## config.mk

```make
export PLATFORM = sky130hd
export DESIGN_NAME = flash_read_arbiter
export DESIGN_NICKNAME = d
export VERILOG_FILES = /design/src/rtl/flash_arb_pkg.sv /design/src/rtl/arb_pick_2.sv /design/src/rtl/flash_read_arbiter.sv
export SDC_FILE = /design/constraint.sdc
export NUM_CORES = 1
export LEC_CHECK = 0
export ABC_AREA = 1
export CAP_MARGIN = 25
export CORE_ASPECT_RATIO = 0.5
export CORE_MARGIN = 8
export CORE_UTILIZATION = 44
export DETAILED_ROUTE_END_ITERATION = 8
export PLACE_DENSITY_LB_ADDON = 0.12
export SYNTH_ARGS = -nofsm -noshare
export SYNTH_HDL_FRONTEND = slang
export SYNTH_SLANG_ARGS = --single-unit
```

## constraint.sdc

```tcl
create_clock -name clk50M -period 2.1 [get_ports clk50M]
set_input_delay 0.21 -clock clk50M [delete_from_list [all_inputs] [get_ports clk50M]]
set_output_delay 0.21 -clock clk50M [all_outputs]
set_load 0.005 [all_outputs]
```

## src/rtl/flash_arb_pkg.sv

```systemverilog
// Shared types and constants for the two-port flash read arbiter.
package flash_arb_pkg;

  typedef enum logic [1:0] {IDLE, ISSUE, WAIT_DATA, RESPOND} arb_state_t;

  localparam int unsigned NUM_PORTS  = 2;
  localparam logic [3:0]  BYTEEN_ALL = 4'b1111;

  // One-hot done vector for the port that owns the current read.
  function automatic logic [NUM_PORTS-1:0] port_onehot(input logic port);
    return port ? 2'b10 : 2'b01;
  endfunction

endpackage

```

## src/rtl/arb_pick_2.sv

```systemverilog
// Combinational winner select for two requesters.
// ROUND_ROBIN_EN: alternate on contention, otherwise port 0 has fixed priority.
module arb_pick_2
  import flash_arb_pkg::*;
(
  input  logic [NUM_PORTS-1:0] req,
  input  logic                 last_grant,
  output logic                 grant_valid_c,
  output logic                 grant_port_c
);

  always_comb begin
    grant_valid_c = |req;
`ifdef ROUND_ROBIN_EN
    // Contention goes to the port that did not win last time.
    if (&req) grant_port_c = ~last_grant;
    else      grant_port_c = ~req[0];
`else
    grant_port_c = ~req[0];
`endif
  end

`ifndef ROUND_ROBIN_EN
  logic unused_last_grant;
  assign unused_last_grant = last_grant;
`endif

endmodule

```

## src/rtl/flash_read_arbiter.sv

```systemverilog
// Shares one Avalon-MM flash read port between the audio counter (port 0) and the loader (port 1).
// Optional ROUND_ROBIN_EN selects round-robin arbitration instead of fixed port-0 priority.
module flash_read_arbiter
  import flash_arb_pkg::*;
#(
  parameter int unsigned ADDR_W  = 23,
  parameter int unsigned DATA_W  = 32,
  parameter int unsigned TIMEOUT = 1023
) (
  input  logic                 clk50M,
  input  logic                 reset_n,
  input  logic [1:0]           req,
  input  logic [ADDR_W-1:0]    addr0,
  input  logic [ADDR_W-1:0]    addr1,
  output logic [1:0]           done,
  output logic [DATA_W-1:0]    rd_data,
  output logic                 rd_err,
  output logic                 flash_mem_read,
  output logic [ADDR_W-1:0]    flash_mem_address,
  output logic [3:0]           flash_mem_byteenable,
  input  logic                 flash_mem_waitrequest,
  input  logic [DATA_W-1:0]    flash_mem_readdata,
  input  logic                 flash_mem_readdatavalid
);

  localparam int unsigned TIMER_W = $clog2(TIMEOUT + 1);

  arb_state_t          state, state_nxt;
  logic                owner, owner_nxt;
  logic                last_grant, last_grant_nxt;
  logic [TIMER_W-1:0]  timer, timer_nxt;
  logic                read_nxt;
  logic [ADDR_W-1:0]   address_nxt;
  logic [3:0]          byteen_nxt;
  logic [1:0]          done_nxt;
  logic [DATA_W-1:0]   rd_data_nxt;
  logic                rd_err_nxt;

  logic grant_valid_c;
  logic grant_port_c;

  arb_pick_2 u_pick (
    .req           (req),
    .last_grant    (last_grant),
    .grant_valid_c (grant_valid_c),
    .grant_port_c  (grant_port_c)
  );

  // State and registered outputs.
  always_ff @(posedge clk50M or negedge reset_n) begin
    if (!reset_n) begin
      state                <= IDLE;
      owner                <= 1'b0;
      last_grant           <= 1'b1;
      timer                <= '0;
      flash_mem_read       <= 1'b0;
      flash_mem_address    <= '0;
      flash_mem_byteenable <= 4'b0000;
      done                 <= 2'b00;
      rd_data              <= '0;
      rd_err               <= 1'b0;
    end else begin
      state                <= state_nxt;
      owner                <= owner_nxt;
      last_grant           <= last_grant_nxt;
      timer                <= timer_nxt;
      flash_mem_read       <= read_nxt;
      flash_mem_address    <= address_nxt;
      flash_mem_byteenable <= byteen_nxt;
      done                 <= done_nxt;
      rd_data              <= rd_data_nxt;
      rd_err               <= rd_err_nxt;
    end
  end

  // Next-state and next-output logic; done is a single-cycle pulse in RESPOND.
  always_comb begin
    state_nxt      = state;
    owner_nxt      = owner;
    last_grant_nxt = last_grant;
    timer_nxt      = timer;
    read_nxt       = flash_mem_read;
    address_nxt    = flash_mem_address;
    byteen_nxt     = flash_mem_byteenable;
    done_nxt       = 2'b00;
    rd_data_nxt    = rd_data;
    rd_err_nxt     = rd_err;

    case (state)
      IDLE: begin
        if (grant_valid_c) begin
          owner_nxt      = grant_port_c;
          last_grant_nxt = grant_port_c;
          address_nxt    = grant_port_c ? addr1 : addr0;
          read_nxt       = 1'b1;
          byteen_nxt     = BYTEEN_ALL;
          state_nxt      = ISSUE;
        end
      end

      ISSUE: begin
        if (!flash_mem_waitrequest) begin
          read_nxt   = 1'b0;
          byteen_nxt = 4'b0000;
          timer_nxt  = '0;
          // Data may come back in the same cycle the read is accepted.
          if (flash_mem_readdatavalid) begin
            rd_data_nxt = flash_mem_readdata;
            rd_err_nxt  = 1'b0;
            done_nxt    = port_onehot(owner);
            state_nxt   = RESPOND;
          end else begin
            state_nxt   = WAIT_DATA;
          end
        end
      end

      WAIT_DATA: begin
        if (flash_mem_readdatavalid) begin
          rd_data_nxt = flash_mem_readdata;
          rd_err_nxt  = 1'b0;
          done_nxt    = port_onehot(owner);
          state_nxt   = RESPOND;
        end else if (timer == TIMER_W'(TIMEOUT)) begin
          rd_data_nxt = '0;
          rd_err_nxt  = 1'b1;
          done_nxt    = port_onehot(owner);
          state_nxt   = RESPOND;
        end else begin
          // Leaves at TIMEOUT, so the counter cannot wrap.
          timer_nxt   = timer + TIMER_W'(1);
        end
      end

      RESPOND: begin
        state_nxt = IDLE;
      end

      default: begin
        state_nxt = IDLE;
      end
    endcase
  end

endmodule
```

==> qor.txt <==
=====================================================================================
Max FO, Critical Path                                                              19
Worst setup EP type                                                              flop
Fraction of final layout cells with drive strength greater than 1              0.0870
Synthesized area per cell                                                    7.70 µm²
FF-to-FF End                                                             rd_data[25]$_DFFE_PN0P_
Start of the worst register-to-register path                             timer[0]$_DFFE_PN0P_
Clock Skews                                                                0.00736 ns
Average wire per standard cell                                                14.9 µm
Worst-case clock buffer depth                                                       2
First-pass GRT wire length                                                  17,700 µm
Antenna violations before repair                                                    0
Initial drt markers                                                               200
Worst Hold Path Cells                                                               1
Launch instance of the worst min-delay path                              owner$_DFFE_PN0P_
Post-CTS setup repair buffer count                                                  0
Unrepaired setup endpoints after global routing                                    no
Initial core utilization                                                        0.462
Count of endpoints failing setup in the final report                                0
Slew margin rel.                                                                0.587
Total Nets Final                                                                  716
Area of the placeable core                                                   8140 µm²
Count of synthesis-stage warnings from yosys                                        0
Number of nets produced by synthesis                                              576
Global-route usage over all layers                                              0.184
Number of gates given a new drive strength after cts                                0
Total placed instance area                                                   5290 µm²
Multiplexer share of the synthesized area                                           0
Highest clock rate                                                            514 MHz
Type of the most critical hold path                                      flop to flop
Number of remaining DRC errors                                                      0
Remaining global-route overflow                                                     0
Area fraction in and, or, nand and nor cells after synthesis                    0.346
Crit path required time                                                       2.32 ns
Routed wire length                                                          11,100 µm
Area of all placed cells without fillers                                     5620 µm²
Post-route antenna net violation count                                              0
Startpoint type of the worst setup path                                          flop
Synthesized-area fraction occupied by adder cells                              0.0133
Dominant combinational cell family by area after synthesis               simple AND/OR/NAND/NOR gates
Count of endpoints failing hold in the final timing report                          0
Internal reg-to-reg setup slack                                               0.15 ns
Number of unique standard cell types used by synthesis                             29
Io pins                                                                           147
Area added between synthesis and finish                                         49.5%
Port bufs                                                                         146
Largest vdd supply drop                                                      0.603 mV
Part of the Yosys area used for sequential elements                             0.479
Vias in the first global route                                                  3,541
Overall via count from detail_route                                             3,570
Post-synthesis instance total                                                     488
Dpl hpwl                                                                      7940 µm
Floorplan row count                                                                23
Flip-flop and latch count after synthesis                                          72
Setup Crit Path Kind                                                     flop to flop
Drt first pass iters                                                                4
Transition time at the pin with the least slew margin                        0.619 ns
CTS H-Tree Depth                                                                    3
R2R depth                                                                           8
Largest net degree at the start of global routing                                  48
Xor/xnor cell area share of the yosys netlist                                       0
Period utilization                                                              0.927
Data arrival, critical path                                                   2.17 ns
Drt via density                                                                  4.80
Final period demand of the worst path                                         1.95 ns
CTS Root Buffer Type                                                     sky130_fd_sc_hd__clkbuf_16
Diodes inserted                                                                     0
Leakage power of the design                                                   2.69 nW
End point of the most critical hold path                                 done[0]$_DFF_PN0_
Floorplan die width                                                            147 µm
Pins Over Slew Limit                                                                0
Complex-gate fraction of the synthesized area                                  0.0632
Die H                                                                         81.4 µm
Number of maximum-capacitance violations                                            0
Die footprint                                                              11,900 µm²
Status                                                                   complete, no violations
CTS sink count                                                                     72
TritonCTS clock tree                                                             done
Power per cell area                                                       1320 nW/µm²
Post-synthesis instance area                                                 3760 µm²
Routability-driven placement congestion ratio                                   0.810
Clock-pin slew of the registers on the worst-case setup and hold paths        0.06 ns
Post-Route Setup TNS                                                             0 ns
Clock latency on the worst-skew pair                                          0.34 ns
CTS Buf Count                                                                       9
=====================================================================================
==> cells in the mapped netlist <==
library cell,n,share of area
sky130_fd_sc_hd__nand2_1,153,0.15
sky130_fd_sc_hd__inv_1,50,0.050
sky130_fd_sc_hd__a21oi_2,1,0.0023
sky130_fd_sc_hd__nor2_8,1,0.0053
sky130_fd_sc_hd__clkbuf_2,1,0.0013
sky130_fd_sc_hd__clkbuf_1,10,0.010
sky130_fd_sc_hd__o21a_1,1,0.0020
sky130_fd_sc_hd__nor2_1,71,0.071
sky130_fd_sc_hd__a211oi_1,1,0.0020
sky130_fd_sc_hd__nand2_4,1,0.0030
sky130_fd_sc_hd__buf_1,1,0.0010
sky130_fd_sc_hd__buf_4,7,0.014
sky130_fd_sc_hd__a21oi_1,5,0.0067
sky130_fd_sc_hd__o21ai_2,1,0.0023
sky130_fd_sc_hd__inv_2,2,0.0020
sky130_fd_sc_hd__nand3_1,7,0.0093
sky130_fd_sc_hd__ha_1,4,0.013
sky130_fd_sc_hd__buf_2,8,0.011
sky130_fd_sc_hd__dfrtp_1,72,0.48
sky130_fd_sc_hd__o21ai_0,6,0.0080
sky130_fd_sc_hd__nand2_2,14,0.023
sky130_fd_sc_hd__nor3_1,1,0.0013
sky130_fd_sc_hd__nor2_4,2,0.0060
sky130_fd_sc_hd__nor2_2,2,0.0033
sky130_fd_sc_hd__a31oi_1,24,0.040
sky130_fd_sc_hd__buf_6,3,0.0090
sky130_fd_sc_hd__or2_2,1,0.0017
sky130_fd_sc_hd__nand3_4,2,0.0093
sky130_fd_sc_hd__nand4_1,36,0.060
==> worst max path at each step <==
stage / end / slack (ns) / start
finish: rd_data[25]$_DFFE_PN0P_ / 0.15 / timer[0]$_DFFE_PN0P_
global route: rd_data[23]$_DFFE_PN0P_ / 0.006 / timer[0]$_DFFE_PN0P_
CTS: rd_data[21]$_DFFE_PN0P_ / 0.18 / state[1]$_DFFE_PN0P_
detailed placement: rd_data[21]$_DFFE_PN0P_ / 0.18 / timer[0]$_DFFE_PN0P_
global placement: rd_data[24]$_DFFE_PN0P_ / 0.28 / flash_mem_readdatavalid
floorplan: rd_data[0]$_DFFE_PN0P_ / 0.58 / state[0]$_DFFE_PN0P_
==> report_power, final <==
group          leakage [nW]  switching [W]  internal [W]
Sequential            0.887       0.000339       0.00198
Combinational          1.66        0.00178       0.00173
Clock                 0.147       0.000576       0.00103
Total                  2.69        0.00270       0.00473
==> flip-flops by register name, indices dropped and copies added (netlist names) <==
| name | count |
|---|---|
| flash_mem_address | 23 |
| done | 2 |
| owner | 1 |
| timer | 10 |
| flash_mem_byteenable | 1 |
| state | 2 |
| rd_data | 32 |
| rd_err | 1 |
==> per-layer routing <==
layer  share of wire  vias to the layer above  track usage
met5               0                        -            0
met4          0.0024                        0       0.0428
met3            0.12                        2        0.106
met2            0.46                      133        0.285
met1            0.42                     1617        0.220
li1                -                     1818            -
==> cells by family (layout without fill, tap and decap cells) <==
logic type / after synthesis / count (layout)
AND/OR/NAND/NOR: 291 / 292
buffers and inverters: 82 / 225
flip-flops: 72 / 72
AO/OA/AOI/OAI: 39 / 39
adder cells (fa/ha/maj): 4 / 4
==> what timing repair did <==
item	4_1_cts	5_1_grt
endpoints found under the hold margin	46	0
endpoints found under the setup margin	0	1
hold buffers	1	0
==> critical path, stage by stage (launching register included) <==
cell and delay (ns):
sky130_fd_sc_hd__dfrtp_1 0.39, sky130_fd_sc_hd__ha_1 0.19, sky130_fd_sc_hd__nand2_2 0.11, sky130_fd_sc_hd__nor2_8 0.15, sky130_fd_sc_hd__nand3_4 0.10, sky130_fd_sc_hd__nand2_4 0.20
sky130_fd_sc_hd__nand3_2 0.44, sky130_fd_sc_hd__nand2_1 0.18, sky130_fd_sc_hd__nand2_1 0.06
==> final cells by class <==
cell class | instances | area [µm²]
Sequential cell | 72 | 1800
Timing Repair Buffer | 158 | 1560
Clock inverter | 6 | 85.1
Fill cell | 713 | 2530
Tap cell | 112 | 140
Clock buffer | 9 | 225
Inverter | 52 | 195
Multi-Input combinational cell | 335 | 1610
==> layout by cell type (no fill, tap or decap), drive strengths merged, types with 9 or more instances in the layout <==
master	Yosys	layout
nand3	9	10
inv	52	52
clkdlybuf4s50	0	145
dfrtp	72	72
a31oi	24	24
nand2	168	168
nand4	36	36
nor2	76	76
buf	19	12
clkbuf	11	9
==> metrics by stage <==
step | util | std cells | total power [W] | setup WS (ns) | hold slack, ns
finish | 0.690 | 744 | 0.00743 | 0.153 | 0.429
global route | 0.690 | 744 | 0.00801 | 0.00648 | 0.436
CTS | 0.689 | 743 | 0.00751 | 0.177 | 0.426
detailed placement | 0.649 | 727 | 0.00585 | 0.181 | 0.271
global placement | 0.649 | 727 | 0.00577 | 0.284 | 0.271
floorplan | - | 488 | 0.00414 | 0.578 | -0.0856
Note: power is estimated with default switching activity, not from simulation.
